## src/rtl/clock_pkg.sv

```systemverilog
// Shared types and defaults for the CPU slow-clock controller.
package clock_pkg;

  localparam int FAST_CLK_HZ  = 12_000_000;
  localparam int CNT_W        = 32;
  localparam int STEP_LEN_DEF = FAST_CLK_HZ / 2000;  // 0.5 ms high time per single step

  typedef enum logic [1:0] {
    IDLE  = 2'd0,
    PRE   = 2'd1,
    SHIFT = 2'd2,
    GAP   = 2'd3
  } load_state_t;

  function automatic int max3(input int a, input int b, input int c);
    int m;
    m = (a > b) ? a : b;
    return (m > c) ? m : c;
  endfunction

endpackage

```

## src/rtl/step_pulse.sv

```systemverilog
// Pushbutton synchroniser, rising-edge detector and fixed-length single-step pulse timer.
module step_pulse #(
  parameter int STEP_LEN = 6000
) (
  input  logic fastClk,
  input  logic rst,
  input  logic step_btn,
  input  logic abort,
  output logic pulse_on
);

  localparam int SC_W = $clog2(STEP_LEN + 1);

  logic            sync1;
  logic            sync2;
  logic            btn_q;
  logic [SC_W-1:0] cnt;
  logic            edge_det;
  logic            fire;

  assign edge_det = sync2 & ~btn_q;
  // A press only starts a pulse when the timer is idle and nothing is gating the clock.
  assign fire     = edge_det & (cnt == '0) & ~abort;
  assign pulse_on = fire | (cnt != '0);

  always_ff @(posedge fastClk or posedge rst) begin
    if (rst) begin
      sync1 <= 1'b0;
      sync2 <= 1'b0;
      btn_q <= 1'b0;
      cnt   <= '0;
    end else begin
      sync1 <= step_btn;
      sync2 <= sync1;
      btn_q <= sync2;
      if (abort)
        cnt <= '0;
      else if (fire)
        cnt <= SC_W'(STEP_LEN - 1);
      else if (cnt != '0)
        cnt <= cnt - SC_W'(1);
    end
  end

endmodule

```

## src/rtl/clock_ctrl.sv

```systemverilog
// Divider-load serialiser and CPU clock selection/gating for the slow clock generator.
//   state | meaning
//   IDLE  | ready for a new divider value
//   PRE   | mode high, bit 0, preamble cycles
//   SHIFT | mode high, divider bits out LSB first
//   GAP   | mode low settling time before next load
module clock_ctrl #(
  parameter int CNT_W    = clock_pkg::CNT_W,
  parameter int PRE_LEN  = 2,
  parameter int GAP_LEN  = 4,
  parameter int STEP_LEN = clock_pkg::STEP_LEN_DEF
) (
  input  logic             fastClk,
  input  logic             rst,
  input  logic [CNT_W-1:0] cfg_data,
  input  logic             cfg_valid,
  output logic             cfg_ready,
  output logic             div_mode,
  output logic             div_bit,
  input  logic             slow_clk_i,
  input  logic             manual_sel,
  input  logic             step_btn,
  input  logic             halt,
  output logic             cpu_clk,
  output logic             busy
);

  import clock_pkg::*;

  localparam int PH_W = $clog2(max3(PRE_LEN, CNT_W, GAP_LEN) + 1);

  load_state_t      state;
  logic [PH_W-1:0]  phase;
  logic [CNT_W-1:0] sreg;
  logic             manual_q;
  logic             hs;
  logic             mode_chg;
  logic             gate;
  logic             step_abort;
  logic             pulse_on;

  assign hs       = cfg_valid & cfg_ready;
  assign mode_chg = manual_sel ^ manual_q;
  // The handshake itself gates, so a load kills a step pulse on the very next cycle.
  assign gate       = hs | busy | halt | mode_chg;
  assign step_abort = gate | ~manual_sel;

  always_ff @(posedge fastClk or posedge rst) begin
    if (rst) begin
      state     <= IDLE;
      phase     <= '0;
      sreg      <= '0;
      cfg_ready <= 1'b1;
      busy      <= 1'b0;
      div_mode  <= 1'b0;
      div_bit   <= 1'b0;
    end else begin
      case (state)
        IDLE: begin
          if (hs) begin
            state     <= PRE;
            phase     <= PH_W'(PRE_LEN - 1);
            sreg      <= cfg_data;
            cfg_ready <= 1'b0;
            busy      <= 1'b1;
            div_mode  <= 1'b1;
            div_bit   <= 1'b0;
          end
        end
        PRE: begin
          if (phase == '0) begin
            state   <= SHIFT;
            phase   <= PH_W'(CNT_W - 1);
            div_bit <= sreg[0];
            sreg    <= sreg >> 1;
          end else begin
            phase <= phase - PH_W'(1);
          end
        end
        SHIFT: begin
          if (phase == '0) begin
            state    <= GAP;
            phase    <= PH_W'(GAP_LEN - 1);
            div_mode <= 1'b0;
            div_bit  <= 1'b0;
          end else begin
            phase   <= phase - PH_W'(1);
            div_bit <= sreg[0];
            sreg    <= sreg >> 1;
          end
        end
        GAP: begin
          if (phase == '0) begin
            state     <= IDLE;
            cfg_ready <= 1'b1;
            busy      <= 1'b0;
          end else begin
            phase <= phase - PH_W'(1);
          end
        end
        default: state <= IDLE;
      endcase
    end
  end

  step_pulse #(
    .STEP_LEN (STEP_LEN)
  ) u_step (
    .fastClk  (fastClk),
    .rst      (rst),
    .step_btn (step_btn),
    .abort    (step_abort),
    .pulse_on (pulse_on)
  );

  always_ff @(posedge fastClk or posedge rst) begin
    if (rst) begin
      cpu_clk  <= 1'b0;
      manual_q <= 1'b0;
    end else begin
      manual_q <= manual_sel;
      if (gate)
        cpu_clk <= 1'b0;
      else if (manual_sel)
        cpu_clk <= pulse_on;
      else
        cpu_clk <= slow_clk_i;
    end
  end

endmodule

```

## config.mk

```make
export PLATFORM = sky130hd
export DESIGN_NAME = clock_ctrl
export DESIGN_NICKNAME = d
export VERILOG_FILES = /design/src/rtl/clock_pkg.sv /design/src/rtl/step_pulse.sv /design/src/rtl/clock_ctrl.sv
export SDC_FILE = /design/constraint.sdc
export NUM_CORES = 1
export LEC_CHECK = 0
export ABC_CLOCK_PERIOD_IN_PS = 2200
export CAP_MARGIN = 20
export CORE_MARGIN = 8
export CORE_UTILIZATION = 50
export DETAILED_ROUTE_END_ITERATION = 6
export PLACE_DENSITY_LB_ADDON = 0.05
export SLEW_MARGIN = 20
export SYNTH_ARGS = -nofsm -noshare
export SYNTH_HDL_FRONTEND = slang
export SYNTH_SLANG_ARGS = --single-unit
export TNS_END_PERCENT = 20
```

## constraint.sdc

```tcl
create_clock -name fastClk -period 2.2 [get_ports fastClk]
set_clock_uncertainty 0.2 [all_clocks]
set_input_delay 0.55 -clock fastClk [delete_from_list [all_inputs] [get_ports fastClk]]
set_output_delay 0.55 -clock fastClk [all_outputs]
set_load 0.02 [all_outputs]
```

==> results of run 1 <==
==> metal layers <==
metal,up-vias,GRT usage [%],part of all wire (%)
met5,-,0,0
met4,0,5.944,1.6
met3,12,4.054,4.4
met2,58,19.45,44
met1,1072,18.19,50
li1,1106,-,-
==> where the power goes <==
group | internal (µW) | total, µW | switching [µW]
registers | 1150 | 1160 | 8.26
clock network | 641 | 1130 | 491
logic | 117 | 204 | 87.5
total | 1910 | 2490 | 586
==> logic make-up (layout without fill, tap and decap cells) <==
kind of cell / count (synthesis) / count (layout)
xor+xnor: 7 / 7
simple gates: 57 / 57
mux: 66 / 66
flops: 62 / 62
buf+inv: 19 / 96
compound gates: 45 / 45
fa+ha+maj: 8 / 8
==> cell type report <==
cell class | instances | share of cell area, %
Clock buffer | 9 | 2.871
Clock inverter | 7 | 2.262
Inverter | 10 | 0.9571
Multi-Input combinational cell | 183 | 39.27
Sequential cell | 62 | 35.99
Tap cell | 77 | 2.233
Timing Repair Buffer | 70 | 16.42
==> sequential cells by signal (all words and copies together) (netlist names) <==
| register | count |
|---|---|
| manual_q | 1 |
| u_step.sync2 | 1 |
| sreg | 32 |
| u_step.btn_q | 1 |
| u_step.cnt | 13 |
| cpu_clk | 1 |
| u_step.sync1 | 1 |
| busy | 1 |
| div_bit | 1 |
| div_mode | 1 |
| phase | 6 |
| state | 2 |
| cfg_ready | 1 |
==> layout by cell type, fill, tap and decap left out, types with 9 or more instances in the layout <==
| master | netlist | final |
|---|---|---|
| dfrtp_1 | 61 | 61 |
| clkdlybuf4s50_1 | 0 | 42 |
| mux2_2 | 34 | 34 |
| mux2_4 | 30 | 30 |
| buf_4 | 0 | 21 |
| nor2_1 | 15 | 15 |
| o21ai_0 | 13 | 13 |
| a21oi_1 | 10 | 10 |
| nand2_1 | 10 | 10 |
| clkbuf_8 | 0 | 9 |
==> worst paths after layout <==
kind                              start           end  slack (ps)  cells after the start
max                           cfg_valid      sreg[31]          60                      6
min                        u_step.sync1  u_step.sync2         160                      0
max reg2reg                    phase[0]      sreg[31]          70                      7
min reg2reg                u_step.sync1  u_step.sync2         160                      0
max in group asynchronous           rst     cfg_ready        1080                      3
min in group asynchronous           rst  u_step.btn_q         420                      3
==> metrics by stage <==
| stage | setup slack (ps) | instance area [µm²] |
|---|---|---|
| after floorplan | -40.43 | 3337 |
| after global placement | -255.4 | 3995 |
| after detailed placement | -251.1 | 3995 |
| after CTS | 33.78 | 4217 |
| after global routing | -10.49 | 4314 |
| final | 59.73 | 4314 |
==> repair_timing <==
action,in CTS,in global routing
buffers inserted,0,3
pin swaps,0,1
gates cloned,0,3
endpoints found under the hold margin,0,0
endpoints found under the setup margin,2,33
gates resized for setup,2,5
==> critical path, delay by kind of cell <==
kind,cells,cell delay (ps)
buffers and inverters,2,680
multiplexers,1,290
AO/OA/AOI/OAI,3,630
==> flow_summary.toml, run 1 <==
[synthesis]
synth_top_area_share_pct = 45.80
synth-adder-area-share_pct = 3.003
synth_top_area_cell = "dfrtp_1"
post-synth-top-count-cell = "dfrtp_1"
synth_area_um2 = 3333
yosysWarnings = 0
synth_cell_types = 47
synth-main-ff-cell = "dfrtp_1"
synth_compound_area_share_pct = 9.422
async_flop_share_pct = 100.0
synth_area_leaders = "dfrtp_1 (46%), mux2_4 (14%), mux2_2 (11%)"
synth-seq-area-share_pct = 46.58
avgSynthCellArea_um2 = 12.63
synth_fp_nets = 311
synth-xor-area-share_pct = 1.839
netlist_instances = 264
synth_simple_gate_area_share_pct = 10.51
synth_top_family_by_area = "multiplexers"
synth-seq-cells = 62
synth-edff-count = 0
synth_mux_area_share_pct = 25.60
ys_top_cells_by_count = "dfrtp_1 (61), mux2_2 (34), mux2_4 (30)"

[die]
die_h_um = 97.65
start_util_pct = 52.19
dieWidth_um = 97.65
num_rows = 29
io_pins = 44
design.die.area_um2 = 9535
core-area_um2 = 6386

[flow_run]
drv_cap = 0

[route]
drt_iter0_drc = 52
drtAntennaViolNets = 0
via_per_inst = 5.378
route.vias.total = 2248
routed_wirelength_mm = 6.545
drc = 0
first_pass_iters = 4
wl_per_cell_um = 15.66

[placed_design]
routabilityCongestion = 0.7892
port_buffers = 43
dpl.cell_count = 396
hpwl_mm = 4.375

[global_routing]
antenna_found_initial = 0
grt_overflow = 0
grt_pass1_vias = 2299
grt_max_degree = 63
grt_pass1_wl_mm = 10.73
track_usage_pct = 13.53

[cts]
cts_root_buffer = "clkbuf_8"
worstSkewPairLatency_ps = 350
clk_pin_slew_ps = 70
cts_tree = "yes"
numCtsBuffers = 9
hold_buffers = 0
clock_sinks = 62
cts.htree.levels = 3
cts.path.max_buffers = 2

[layout]
areaGrowthSynthToFinish_pct = 29.43
fillers = 500
num_antenna_cells = 0
multi_input_area_um2 = 1694
drive_above_1_share_pct = 36.66
nNetsFinal = 383
ff_latch_area_um2 = 1553
post-route-util_pct = 67.55
fin_cells = 418

[hold_path]
hold_path_class = "flop to flop"

[power]
p_total_uw = 2493
p_leak_uw = 0.002040
pwr_density_cell_nw_per_um2 = 577.8
peakVddDrop_uv = 398.5

[sta]
timing.fmax_mhz = 467.2
final_max_slew_viol_count = 0
final.setup.tns_ps = 0
setup_violations = 0
holdWs_ps = 159.8
fin_crit_ps = 2140
slew_headroom_pct = 70.82
hold_viol_final = 0
period_share_pct = 97.28
tightest_slew_ps = 433.7

[worst_setup_path]
critPathKind = "primary input to flop"
crit_chain = "clkdlybuf4s50_1 -> a21boi_0 -> a311oi_2 -> o21ai_4 -> clkbuf_16 -> mux2_4"
slowest_delay_ps = 470
cp-end-kind = "flop"
cp.required_ps = 2220
cp.arrival_ps = 2160
cpMaxStageDelayCell = "clkdlybuf4s50_1"
crit_path_start_kind = "primary input"
crit_fanout = 8

[outcome]
status = "complete, no violations"
Note: power is estimated with default switching activity, not from simulation.
==> run 2, diff against run 1 <==
ABC_CLOCK_PERIOD_IN_PS = 2420   (was 2200)
CORE_UTILIZATION = 55   (was 50)
clock period = 2.42 ns   (was 2.2 ns; I/O delays follow)
==> run 2 against run 1 <==
Compared with the run above:
- register-to-register slack improved by 120 ps
- first-iteration DRC count up 5.8%
- sequential power decreased by 9%
- design area fell by 4.9%
- clock-buffer cell count grew 5
- global-route usage rose by 2.2 points
- clock power is 29% lower
- critical path depth fell by 5
- flip-flop and latch count did not move
- worst setup slack better by 36 ps
- combinational power fell by 12%
- total power is 18% lower
- largest power group unchanged
==> flow_summary.toml, run 2 (synthesis gave the netlist of run 1 again) <==
[outcome]
status = "complete, no violations"

[global_routing]
antenna_found_initial = 0
grt_pass1_vias = 2341
grt_overflow = 0
grt_max_degree = 51
track_usage_pct = 15.69
grt_pass1_wl_mm = 10.96

[sta]
timing.fmax_mhz = 430.2
period_share_pct = 96.05
final_max_slew_viol_count = 0
fin_crit_ps = 2325
tightest_slew_ps = 508.6
holdWs_ps = 156.3
rsz0062_at_grt = "no"
hold_viol_final = 0
slew_headroom_pct = 65.83
setup_violations = 0

[die]
num_rows = 28
core-area_um2 = 5886
start_util_pct = 56.63
design.die.area_um2 = 8808
die_h_um = 93.85
dieWidth_um = 93.85
io_pins = 44

[layout]
areaGrowthSynthToFinish_pct = 23.12
nNetsFinal = 370
drive_above_1_share_pct = 31.80
final_common_cell = "dfrtp_1"
num_antenna_cells = 0
final_cell_area_um2 = 4104
regMostFlops = "sreg"
largest_reg_flops = 32
reg.largest.list = "sreg (32), u_step.cnt (13), phase (6)"
post-route-util_pct = 69.73
final_cell_mix = "dfrtp_1 (61), clkdlybuf4s50_1 (43), mux2_2 (34), mux2_4 (30), nor2_1 (15)"

[cts]
cts_setup_buffers = 0
numCtsBuffers = 9
clk_pin_slew_ps = 60
cts_tree = "yes"
cts.path.max_buffers = 2
cts_root_buffer = "clkbuf_8"
post_cts_resize_count = 0
worstSkewPairLatency_ps = 340
clock_sinks = 62
hold_buffers = 0
cts.htree.levels = 3

[placed_design]
hpwl_mm = 4.498
placed_area_um2 = 3936
port_buffers = 43
routabilityCongestion = 0.8312

[worst_setup_path]
crit_fanout = 6
cpMaxStageDelayCell = "clkdlybuf4s50_1"
cp.arrival_ps = 1520
crit_chain = "clkdlybuf4s50_1"
path_buf_inv = 1
crit_family = "buffers and inverters"
crit_path_start_kind = "flop"
critPathKind = "flop to output port"
cp.required_ps = 1620
slowest_delay_ps = 620
cp-end-kind = "output port"

[route]
route.vias.total = 2191
drc = 0
routed_wirelength_mm = 6.282
drtAntennaViolNets = 0
via_per_inst = 5.450
wl_per_cell_um = 15.63
first_pass_iters = 4
drt_iter0_drc = 55

[power]
p_leak_uw = 0.001958
peakVddDrop_uv = 292.0
pwr_density_cell_nw_per_um2 = 495.6

[flow_run]
drv_cap = 0

[hold_path]
hold_path_class = "flop to flop"
run 2: path summary, 6_finish.rpt:
kind                              start             end  slack (ps)  depth (start not counted)
max in group asynchronous           rst       cfg_ready        1080                          3
max reg2reg                    phase[0]        sreg[10]         190                          7
max                           cfg_ready       cfg_ready         100                          1
min reg2reg                u_step.sync1    u_step.sync2         160                          0
min in group asynchronous           rst  u_step.cnt[11]         330                          2
min                        u_step.sync1    u_step.sync2         160                          0
run 2: where the power goes:
part	switching (µW)	internal, µW
combinational	77.0	103
clock	378	422
sequential	8.53	1050
total	464	1570
run 2: layer usage:
metal / share of wire [%] / global-route usage (%) / vias to the layer above
met4: 2.1 / 8.322 / 0
li1: - / - / 1074
met1: 49 / 21.31 / 1065
met3: 4.6 / 3.997 / 10
met5: 0 / 0 / -
met2: 44 / 22.35 / 42
run 2: final cells by class:
class	count	area, µm²
flip-flops and latches	62	1553
inverters	10	37.54
clock inverters	1	5.005
repair buffers	57	573.1
clock buffers	14	162.7
well taps	75	93.84
multi-input cells	183	1679
fillers	455	1782
run 2: per-stage QoR:
stage | power [µW] | setup WS, ps | std cells | TNS [ps]
CTS | 2058 | 74.88 | 402 | 0
finish | 2034 | 95.49 | 402 | 0
floorplan | 1159 | 75.26 | 264 | 0
global placement | 1254 | -68.44 | 387 | -2050
detailed placement | 1255 | -90.23 | 387 | -2495
global route | 2118 | 65.45 | 402 | 0
